`src/rtl/serial_rx_pkg.sv`:
```
// Shared types and defaults for the framed serial receiver.
package serial_rx_pkg;

  localparam int   DEFAULT_DATA_W = 8;
  localparam logic START_LEVEL    = 1'b0;

  typedef enum logic [1:0] {
    IDLE   = 2'd0,
    DATA   = 2'd1,
    PARITY = 2'd2,
    STOP   = 2'd3
  } rx_state_t;

endpackage

```
`src/rtl/rx_hold_reg.sv`:
```
// Output holding register with valid/ready handshake and overrun detection.
module rx_hold_reg #(
  parameter int DATA_W = 8
) (
  input  logic              clk,
  input  logic              reset,
  input  logic              load,
  input  logic [DATA_W-1:0] word,
  input  logic              data_ready,
  output logic [DATA_W-1:0] data_out,
  output logic              data_valid,
  output logic              overrun
);

  always_ff @(posedge clk or negedge reset) begin
    if (!reset) begin
      data_out   <= '0;
      data_valid <= 1'b0;
      overrun    <= 1'b0;
    end else begin
      overrun <= 1'b0;
      if (load) begin
        // A word arriving while the previous one is still unclaimed is dropped.
        if (!data_valid || data_ready) begin
          data_out   <= word;
          data_valid <= 1'b1;
        end else begin
          overrun <= 1'b1;
        end
      end else if (data_valid && data_ready) begin
        data_valid <= 1'b0;
      end
    end
  end

endmodule

```
`src/rtl/serial_frame_receiver.sv`:
```
// Framed serial-to-parallel receiver: start, DATA_W bits LSB-first, stop.
// Define SERIAL_RX_PARITY_EN to insert an even-parity bit before the stop bit.
module serial_frame_receiver
  import serial_rx_pkg::*;
#(
  parameter int   DATA_W     = DEFAULT_DATA_W,
  parameter logic IDLE_LEVEL = ~START_LEVEL
) (
  input  logic              clk,
  input  logic              reset,
  input  logic              bit_en,
  input  logic              serial_in,
  output logic [DATA_W-1:0] data_out,
  output logic              data_valid,
  input  logic              data_ready,
  output logic              frame_err,
  output logic              overrun,
  output logic              busy
);

  localparam int              CNT_W     = $clog2(DATA_W);
  localparam logic [CNT_W-1:0] LAST_BIT = CNT_W'(DATA_W - 1);
  localparam logic            START_BIT = ~IDLE_LEVEL;

  rx_state_t         state, state_nxt;
  logic [DATA_W-1:0] shift_reg, shift_nxt;
  logic [CNT_W-1:0]  bit_cnt, cnt_nxt;
  logic              load, load_nxt, err_nxt, word_ok;
`ifdef SERIAL_RX_PARITY_EN
  logic              par_ok, par_nxt;
`endif

  always_comb begin
    state_nxt = state;
    shift_nxt = shift_reg;
    cnt_nxt   = bit_cnt;
    load_nxt  = 1'b0;
    err_nxt   = 1'b0;
`ifdef SERIAL_RX_PARITY_EN
    par_nxt   = par_ok;
    word_ok   = par_ok;
`else
    word_ok   = 1'b1;
`endif
    if (bit_en) begin
      case (state)
        IDLE: begin
          if (serial_in == START_BIT) begin
            state_nxt = DATA;
            cnt_nxt   = '0;
          end
        end
        DATA: begin
          shift_nxt = {serial_in, shift_reg[DATA_W-1:1]};
          if (bit_cnt == LAST_BIT) begin
`ifdef SERIAL_RX_PARITY_EN
            state_nxt = PARITY;
`else
            state_nxt = STOP;
`endif
          end else begin
            cnt_nxt = bit_cnt + 1'b1;
          end
        end
`ifdef SERIAL_RX_PARITY_EN
        PARITY: begin
          par_nxt   = ~(^shift_reg ^ serial_in);
          state_nxt = STOP;
        end
`endif
        STOP: begin
          state_nxt = IDLE;
          if (serial_in == IDLE_LEVEL && word_ok) load_nxt = 1'b1;
          else                                    err_nxt  = 1'b1;
        end
        default: state_nxt = IDLE;
      endcase
    end
  end

  always_ff @(posedge clk or negedge reset) begin
    if (!reset) begin
      state     <= IDLE;
      shift_reg <= '0;
      bit_cnt   <= '0;
      load      <= 1'b0;
      frame_err <= 1'b0;
      busy      <= 1'b0;
`ifdef SERIAL_RX_PARITY_EN
      par_ok    <= 1'b1;
`endif
    end else begin
      state     <= state_nxt;
      shift_reg <= shift_nxt;
      bit_cnt   <= cnt_nxt;
      load      <= load_nxt;
      frame_err <= err_nxt;
      busy      <= (state_nxt != IDLE);
`ifdef SERIAL_RX_PARITY_EN
      par_ok    <= par_nxt;
`endif
    end
  end

  // shift_reg is stable for at least two strobes after STOP, so the
  // registered load can capture it directly one clock later.
  rx_hold_reg #(.DATA_W(DATA_W)) u_hold (
    .clk        (clk),
    .reset      (reset),
    .load       (load),
    .word       (shift_reg),
    .data_ready (data_ready),
    .data_out   (data_out),
    .data_valid (data_valid),
    .overrun    (overrun)
  );

endmodule

```
`config.mk`:
```
export PLATFORM = sky130hd
export DESIGN_NAME = serial_frame_receiver
export DESIGN_NICKNAME = d
export VERILOG_FILES = /design/src/rtl/serial_rx_pkg.sv /design/src/rtl/rx_hold_reg.sv /design/src/rtl/serial_frame_receiver.sv
export SDC_FILE = /design/constraint.sdc
export NUM_CORES = 1
export LEC_CHECK = 0
export BUFFER_PORTS_ARGS = -buffer_cell sky130_fd_sc_hd__buf_2
export CAP_MARGIN = 20
export CORE_MARGIN = 1
export CORE_UTILIZATION = 57
export DETAILED_ROUTE_END_ITERATION = 16
export PLACE_DENSITY_LB_ADDON = 0.2
export SLEW_MARGIN = 20
export SYNTH_ARGS = -nofsm -noshare
export SYNTH_HDL_FRONTEND = slang
export SYNTH_HIERARCHICAL = 1
export SYNTH_SLANG_ARGS = --single-unit
```
`constraint.sdc`:
```
create_clock -name clk -period 2.1 [get_ports clk]
set_input_delay 0 -clock clk [delete_from_list [all_inputs] [get_ports clk]]
set_output_delay 0 -clock clk [all_outputs]
set_load 0.01 [all_outputs]
```
==> flow_metrics.py, run 1 <==
metrics = {
    "outcome": {
        "status": "finished clean",
    },
    "critical_path": {
        "crit_arrival_ns": 1.69,
        "cp_max_fo": 3,
        "cp_cell_sequence": "ha_1 > ha_1 > nand2_1 > o211ai_2 > mux2_4",
        "r2r_slack_ns": 0.62,
        "rr_startpoint": "bit_cnt[0]",
        "crit_slowest_cell": "dfrtp_1",
        "cp.required_ns": 2.31,
        "cp-end-kind": "register",
        "worstSetupStartpoint": "bit_cnt[0]",
        "max_stage_delay_ns": 0.43,
        "rr_endpoint": "bit_cnt[0]",
        "worstSetupPathType": "reg -> reg",
        "startpoint_type": "register",
        "reg2regPathDepth": 5,
        "worst_path_most_repeated_cell": "ha_1",
    },
    "logic_synthesis": {
        "syn-num-nets": 80,
        "ys_top_cells_by_area": "dfrtp_1 60%, mux2_4 13%, mux2_2 8.4%",
        "ys_seq_area_share_pct": 60.47,
        "ys_warn_count": 6,
        "synthCells": 73,
        "synth_area_per_cell_sq_um": 14.74,
        "syn_area_sq_mm": 0.001076,
        "ys_ff_latch": 26,
        "synth.distinct_cells": 19,
        "synth_top_area_share_pct": 60.47,
        "synth_top_area_cell": "dfrtp_1",
    },
    "sta": {
        "fin_skew_ns": 0.007290,
        "hold_viol_final": 0,
        "setup_tns_ns": 0,
        "min_period_over_period_pct": 70.47,
        "worst_pin_slew_ns": 0.5613,
        "layout_setup_ws_ns": 0.6200,
        "finalSetupViolCount": 0,
        "final_max_slew_viol_count": 0,
        "slew_headroom_pct": 62.58,
        "layout_min_cycle_time_ns": 1.480,
        "rsz0062_at_grt": "false",
        "hold-worst-slack_ns": 0.04099,
        "maxClockFrequency_mhz": 675.7,
    },
    "die": {
        "core_area_sq_mm": 0.001745,
        "initial_core_util_pct": 61.65,
        "fp.dieH_microns": 45.45,
        "rows": 15,
        "die_w_microns": 45.45,
        "die_area_sq_mm": 0.002066,
        "io_pins": 17,
    },
    "final_layout": {
        "finalNetCount": 104,
        "postLayoutCoreUtil_pct": 72.76,
        "syn_to_final_growth_pct": 18.02,
        "final_cells": 121,
        "antenna-diode-count": 0,
        "layout.cells.most_common": "dfrtp_1",
        "drive_above_1_share_pct": 43.75,
        "layout_common_cells": "26 x dfrtp_1, 16 x buf_2, 9 x mux2_4",
        "fillers": 126,
    },
    "clock_tree": {
        "cts_buffers": 3,
        "clock_sinks": 26,
        "clk_path_buf_depth": 2,
        "clockRootBuffer": "clkbuf_4",
        "clkSlewWorstSetupHoldPaths_ns": 0.13,
        "clk_latency_ns": 0.32,
        "cts_resized": 0,
        "tritoncts": "built",
        "htree_levels": 1,
    },
    "place": {
        "placedCellCount": 114,
        "place.gp.congestion": 0.6887,
        "io_buffers": 16,
        "dpl.hpwl_microns": 1146,
        "post-place-ws_ns": 0.6385,
    },
    "power": {
        "power_per_cell_area_mw_per_mm2": 1343,
        "p_leak_nw": 0.6692,
        "ir_drop_uv": 776.3,
    },
    "routing": {
        "num_vias": 621,
        "drt_first_pass_iters": 4,
        "drtIter0Drc": 5,
        "ant_nets": 0,
        "vias_per_cell": 5.132,
        "drc": 0,
        "wl_microns": 1688,
        "avgRoutedWirePerCell_microns": 13.95,
    },
    "global_route": {
        "antenna_found_initial": 0,
        "grt.total_usage_pct": 19.42,
        "first_global_vias": 641,
        "grt_overflow": 0,
        "grt_max_degree": 27,
        "grt_pass1_wl_microns": 2718,
    },
    "min_path": {
        "hp-start": "bit_en",
        "hold_class": "in -> reg",
        "min_to": "state[1]",
        "min_path_cells": 3,
    },
    "job": {
        "cap_violations": 0,
    },
}
## synthesized netlist by cell type
cell type   n
nand2b_1    1
mux2_2      8
o211ai_1    1
nand3_1     1
nor2b_1     1
inv_1       4
ha_1        2
and2_1      1
mux2i_1     2
and2b_4     1
a21oi_1     1
nand2_1     6
nor2_1      4
o211ai_2    1
dfrtp_1    26
and2b_1     1
mux2_4      9
nand2b_4    1
nand2_4     2
## worst max path at each step
stage,endpoint,slack (ns),depth (start not counted)
finish,bit_cnt[0],0.62,5
global route,bit_cnt[0],0.57,5
CTS,bit_cnt[0],0.62,5
detailed placement,bit_cnt[0],0.64,5
global placement,bit_cnt[0],0.69,5
floorplan,bit_cnt[0],0.72,5
## routing by layer
layer	part of all wire, %	up-vias	track usage, %
met4	2.1	0	10.91
met3	3.3	4	3.571
met1	44	313	22.55
li1	-	289	-
met2	51	15	33.43
met5	0	-	0
## area by class of cell
cell class / count / area (sq um) / share of cell area, %
Inverter: 4 / 15.01 / 1.182
Multi-Input combinational cell: 43 / 410.4 / 32.32
Timing Repair Buffer: 19 / 110.1 / 8.670
Tap cell: 25 / 31.28 / 2.463
Sequential cell: 26 / 650.6 / 51.23
Clock inverter: 1 / 30.03 / 2.365
Clock buffer: 3 / 22.52 / 1.773
## critical path, delay by kind of cell, from the launching register on
kind                       cells  cell delay, ns
DFF                            1            0.43
adders and majority gates      2            0.40
muxes                          1            0.32
AOI/OAI and AO/OA              1            0.14
and+or+nand+nor                1            0.08
## power by group
group | leakage [nW] | internal, mW | switching, mW | total [mW]
Combinational | 0.316 | 0.324 | 0.226 | 0.551
Clock | 0.0279 | 0.193 | 0.145 | 0.338
Sequential | 0.326 | 0.688 | 0.128 | 0.817
## stage by stage
step	total power [mW]	instance area (sq um)
5_1_grt	1.808	1270
3_3_place_gp	1.337	1187
3_5_place_dp	1.378	1187
6_report	1.706	1270
4_1_cts	1.720	1270
2_1_floorplan	1.210	1076
## timing repair
| action | 4_1_cts | 5_1_grt |
|---|---|---|
| hold buffers | 3 | 0 |
| buffers inserted | 0 | 0 |
| hold endpoints to repair | 31 | 0 |
## cells by family (layout without fill, tap and decap cells)
kind of cell | count (synthesis) | in the layout | share of synthesized area (%)
compound gates | 3 | 3 | 2.325
fa+ha+maj | 2 | 2 | 2.325
buf+inv | 4 | 27 | 1.395
flops | 26 | 26 | 60.46
mux | 19 | 19 | 22.79
simple gates | 19 | 19 | 10.70
Power figures use the tool's default switching activity.
==> run 2: changes to the inputs <==
--- a/config.mk
+++ b/config.mk
@@ -8,7 +8,7 @@
 export BUFFER_PORTS_ARGS = -buffer_cell sky130_fd_sc_hd__buf_2
 export CAP_MARGIN = 20
 export CORE_MARGIN = 1
-export CORE_UTILIZATION = 57
+export CORE_UTILIZATION = 48
 export DETAILED_ROUTE_END_ITERATION = 16
 export PLACE_DENSITY_LB_ADDON = 0.2
 export SLEW_MARGIN = 20
==> constraint.sdc (replaced) <==
create_clock -name clk -period 1.25 [get_ports clk]
set_input_delay 0 -clock clk [delete_from_list [all_inputs] [get_ports clk]]
set_output_delay 0 -clock clk [all_outputs]
set_load 0.01 [all_outputs]
==> run 2 against run 1 <==
Compared with the run above: the flow now finishes with violations (negative setup slack); global-route usage fell by 3.2 points; power rose by 64%; sequential power rose by 66%; sequential share of layout area fell by 1.6 points; fmax rose by 14%; count of clock-buffer cells in the layout did not move; core utilization fell by 8.5 points; worst setup slack got worse by 0.67 ns; combinational power rose by 100%; worst hold slack got worse by 0.018 ns; cell count rose by 5.0%; routed wire length fell by 0.36%; critical path type unchanged; largest power group unchanged.
==> flow_metrics.py, run 2 (synthesized netlist as in run 1, its figures left out) <==
metrics = {
    "sta": {
        "finalSetupViolCount": 3,
        "hold-worst-slack_ns": 0.02290,
        "min_period_over_period_pct": 103.7,
        "layout_setup_ws_ns": -0.04582,
        "worst_pin_slew_ns": 0.5650,
        "rsz0062_at_grt": "true",
        "hold_viol_final": 0,
        "final_max_slew_viol_count": 0,
        "layout_min_cycle_time_ns": 1.296,
        "setup_tns_ns": -0.05394,
        "maxClockFrequency_mhz": 771.7,
        "slew_headroom_pct": 62.33,
        "fin_skew_ns": 0.002410,
    },
    "die": {
        "initial_core_util_pct": 52.70,
        "rows": 16,
        "io_pins": 17,
        "die_area_sq_mm": 0.002435,
        "die_w_microns": 49.35,
        "core_area_sq_mm": 0.002042,
        "fp.dieH_microns": 49.35,
    },
    "clock_tree": {
        "tritoncts": "built",
        "clk_path_buf_depth": 2,
        "clockRootBuffer": "clkbuf_4",
        "clkSlewWorstSetupHoldPaths_ns": 0.13,
        "cts_buffers": 3,
        "htree_levels": 1,
        "clock_sinks": 26,
        "clk_latency_ns": 0.31,
    },
    "outcome": {
        "status": "complete, but fails checks",
        "violations": "negative setup slack",
    },
    "critical_path": {
        "cp.required_ns": 1.46,
        "cp_max_fo": 2,
        "cp-end-kind": "register",
        "crit_arrival_ns": 1.51,
        "worstSetupPathType": "reg -> reg",
        "startpoint_type": "register",
    },
    "final_layout": {
        "finalNetCount": 109,
        "syn_to_final_growth_pct": 21.86,
        "layout.cells.most_common": "dfrtp_1",
        "layout_common_cells": "26 x dfrtp_1, 16 x buf_2, 9 x mux2_4",
        "fin_area_sq_mm": 0.001311,
        "drive_above_1_share_pct": 49.00,
        "antenna-diode-count": 0,
        "postLayoutCoreUtil_pct": 64.22,
    },
    "job": {
        "cap_violations": 0,
    },
    "place": {
        "place.gp.congestion": 0.6698,
        "placed_area_sq_mm": 0.001239,
        "dpl.hpwl_microns": 1152,
        "io_buffers": 16,
    },
    "min_path": {
        "hold_class": "in -> reg",
    },
    "routing": {
        "drtIter0Drc": 9,
        "drc": 0,
        "avgRoutedWirePerCell_microns": 13.24,
        "num_vias": 632,
        "vias_per_cell": 4.976,
        "drt_first_pass_iters": 2,
        "ant_nets": 0,
        "wl_microns": 1682,
    },
    "power": {
        "ir_drop_uv": 1252,
        "power_per_cell_area_mw_per_mm2": 2137,
        "p_leak_nw": 0.6857,
    },
    "global_route": {
        "grt_overflow": 0,
        "grt_max_degree": 27,
        "first_global_vias": 666,
        "grt.total_usage_pct": 16.23,
        "antenna_found_initial": 0,
        "grt_pass1_wl_microns": 2891,
    },
}
[run 2: changes by cell type in the layout (fill, tap and decap cells not counted), sizes merged]
cell and change:
buf +5, bufinv -1
[run 2: stage by stage]
step | std cells | power [mW] | setup WS, ns
after CTS | 126 | 2.792 | -0.05472
after global placement | 119 | 2.372 | -0.01971
after global routing | 127 | 2.992 | -0.08887
after floorplan | 73 | 2.086 | -0.03264
final | 127 | 2.802 | -0.04582
after detailed placement | 119 | 2.421 | -0.03440
[run 2: final timing paths]
check,end,slack [ns],cells past startpoint,start
min reg2reg,u_hold/data_out[0],0.52,1,shift_reg[0]
min,state[0],0.02,3,bit_en
max reg2reg,bit_cnt[0],-0.05,5,bit_cnt[0]
min in group asynchronous,busy,0.20,2,reset
max,bit_cnt[0],-0.05,5,bit_cnt[0]
max in group asynchronous,shift_reg[0],0.68,2,reset
[run 2: area by class of cell]
type,count,area (sq um)
Fill cell,160,730.7
Sequential cell,26,650.6
Multi-Input combinational cell,43,441.7
Timing Repair Buffer,24,147.6
Tap cell,27,33.78
Clock buffer,3,22.52
Inverter,4,15.01
[run 2: worst max-delay path, cell delays in order (launching register included)]
cell	delay [ns]
dfrtp_1	0.41
ha_2	0.20
ha_4	0.17
nand2_4	0.06
o211ai_4	0.07
mux2_4	0.30
[run 2: repair_timing]
action / in CTS / in global routing
pin swaps: 0 / 2
setup endpoints to repair: 3 / 6
hold buffers: 3 / 0
hold endpoints to repair: 30 / 0
buffers inserted: 1 / 1
gates cloned: 0 / 0
gates resized for setup: 0 / 1
[run 2: per-layer routing]
layer	global-route usage (%)	up-vias	wire length, microns
met2	24.89	13	816
li1	-	301	-
met5	0	-	0
met4	11.76	0	35
met1	20.58	314	772
met3	2.804	4	57
[run 2: power by group]
part / total, mW / internal [mW] / switching [mW]
combinational: 1.10 / 0.665 / 0.436
sequential: 1.36 / 1.16 / 0.201
clock: 0.343 / 0.113 / 0.231
==> run 3: changes to the inputs <==
--- a/config.mk
+++ b/config.mk
@@ -7,8 +7,11 @@
 export LEC_CHECK = 0
 export BUFFER_PORTS_ARGS = -buffer_cell sky130_fd_sc_hd__buf_2
 export CAP_MARGIN = 20
+export CELL_PAD_IN_SITES_DETAIL_PLACEMENT = 0
+export CELL_PAD_IN_SITES_GLOBAL_PLACEMENT = 1
 export CORE_MARGIN = 1
-export CORE_UTILIZATION = 48
+export CORE_UTILIZATION = 40
+export CTS_CLUSTER_DIAMETER = 150
 export DETAILED_ROUTE_END_ITERATION = 16
 export PLACE_DENSITY_LB_ADDON = 0.2
 export SLEW_MARGIN = 20
==> run 3 against run 2 <==
Compared with the run above: the run still ends with negative setup slack left; core utilization fell by 11 points; global-route usage fell by 3.4 points; power rose by 6.3%; non-clock buffer count fell by 1.
==> flow_metrics.py, run 3 (synthesized netlist as in run 1, its figures left out) <==
metrics = {
    "outcome": {
        "status": "complete, but fails checks",
        "violations": "negative setup slack",
    },
    "clock_tree": {
        "tritoncts": "built",
        "cts_buffers": 3,
        "clkSlewWorstSetupHoldPaths_ns": 0.13,
        "clk_path_buf_depth": 2,
        "clk_latency_ns": 0.31,
        "clock_sinks": 26,
        "clockRootBuffer": "clkbuf_4",
        "htree_levels": 1,
    },
    "place": {
        "io_buffers": 16,
        "post-place-ws_ns": -0.03617,
        "placedCellCount": 122,
        "dpl.hpwl_microns": 1098,
        "place.gp.congestion": 0.6823,
    },
    "critical_path": {
        "crit_arrival_ns": 1.50,
        "worst-path-buf-inv": 0,
        "cp-end-kind": "register",
        "max_stage_delay_ns": 0.41,
        "cp_max_fo": 2,
        "path_delay_family": "flip-flops",
        "worstSetupPathType": "reg -> reg",
        "crit_slowest_cell": "dfrtp_1",
        "startpoint_type": "register",
        "cp.required_ns": 1.46,
        "r2r_slack_ns": -0.04,
        "cp_cell_sequence": "ha_2 > ha_4 > nand2_4 > o211ai_4 > mux2_4",
    },
    "sta": {
        "finalSetupViolCount": 1,
        "fin_skew_ns": 0.007387,
        "setup_tns_ns": -0.04286,
        "worst_pin_slew_ns": 0.5690,
        "min_period_over_period_pct": 103.4,
        "layout_min_cycle_time_ns": 1.293,
        "final_max_slew_viol_count": 0,
        "hold_viol_final": 0,
        "slew_headroom_pct": 62.07,
        "layout_setup_ws_ns": -0.04286,
        "rsz0062_at_grt": "true",
        "hold-worst-slack_ns": 0.03236,
        "maxClockFrequency_mhz": 773.5,
    },
    "routing": {
        "num_vias": 610,
        "ant_nets": 0,
        "drt_first_pass_iters": 3,
        "drc": 0,
        "wl_microns": 1597,
        "avgRoutedWirePerCell_microns": 12.28,
        "vias_per_cell": 4.692,
        "drtIter0Drc": 5,
    },
    "die": {
        "initial_core_util_pct": 43.04,
        "die_area_sq_mm": 0.002901,
        "core_area_sq_mm": 0.002500,
        "rows": 18,
        "fp.dieH_microns": 53.87,
        "io_pins": 17,
        "die_w_microns": 53.87,
    },
    "final_layout": {
        "layout_common_cells": "26 x dfrtp_1, 16 x buf_2, 9 x mux2_4",
        "antenna-diode-count": 0,
        "final_cells": 130,
        "syn_to_final_growth_pct": 24.30,
        "postLayoutCoreUtil_pct": 53.50,
        "finalNetCount": 108,
        "layout.cells.most_common": "dfrtp_1",
        "drive_above_1_share_pct": 49.00,
    },
    "power": {
        "p_sw_mw": 0.8544,
        "p_sw_share_pct": 28.68,
        "ir_drop_uv": 1120,
        "power_per_cell_area_mw_per_mm2": 2227,
        "p_comb_share_pct": 35.9,
        "internal_power_mw": 2.124,
        "seq_power_share_pct": 45.4,
        "p_leak_nw": 0.6950,
        "clkPwrFrac_pct": 18.7,
    },
    "global_route": {
        "grt_max_degree": 27,
        "antenna_found_initial": 0,
        "grt_pass1_wl_microns": 2601,
        "first_global_vias": 569,
        "grt_overflow": 0,
        "grt.total_usage_pct": 12.81,
    },
    "job": {
        "cap_violations": 0,
    },
    "min_path": {
        "hold_class": "in -> reg",
    },
}
-- run 3: changes by cell type in the layout (fill, tap and decap cells not counted) --
cell / before / now
buf_4: 5 / 4
bufinv_16: 0 / 1
-- run 3: what timing repair did --
action | 4_1_cts | 5_1_grt
buffers inserted | 0 | 1
pin swaps | 0 | 2
endpoints found under the hold margin | 30 | 0
hold buffers | 3 | 0
endpoints found under the setup margin | 3 | 3
gates resized for setup | 0 | 1
-- run 3: layout make-up --
class                   instances  area (sq um)
well taps                      30         37.54
repair buffers                 23         140.1
flip-flops and latches         26         650.6
fillers                       217          1162
multi-input cells              43         441.7
inverters                       4         15.01
clock inverters                 1         30.03
clock buffers                   3         22.52
-- run 3: metrics by stage --
stage | area, sq um | power [mW]
floorplan | 1102 | 2.086
global placement | 1242 | 2.392
global route | 1338 | 3.207
finish | 1338 | 2.979
CTS | 1325 | 2.996
detailed placement | 1242 | 2.417
-- run 3: worst paths after layout --
kind	start	end	depth (start not counted)
setup / recovery	bit_cnt[0]	bit_cnt[0]	5
hold / removal	bit_en	state[1]	3
max in group asynchronous	reset	bit_cnt[1]	2
min in group asynchronous	reset	shift_reg[3]	2
hold reg to reg	u_hold/data_out[0]	u_hold/data_out[0]	1
setup reg to reg	bit_cnt[0]	bit_cnt[0]	5
-- run 3: layer usage --
layer,wire (microns),vias up,GRT usage (%)
met1,798,296,17.23
met3,58,2,3.390
met2,727,11,19.34
li1,-,301,-
met5,0,-,0
met4,12,0,5.263
-- run 3: worst register-to-register path, delay by kind of cell, from the launching register on --
kind	cells	cell delay, ns
muxes	1	0.30
DFF	1	0.41
AOI/OAI and AO/OA	1	0.07
and+or+nand+nor	1	0.05
adders and majority gates	2	0.36
-- run 3: power by group through the flow --
stage	clock network, mW	logic (mW)	registers, mW
2_1_floorplan	0	0.678	1.41
3_3_place_gp	0	1.03	1.36
3_5_place_dp	0	1.04	1.38
4_1_cts	0.585	1.05	1.36
5_1_grt	0.627	1.18	1.40
6_report	0.557	1.07	1.35
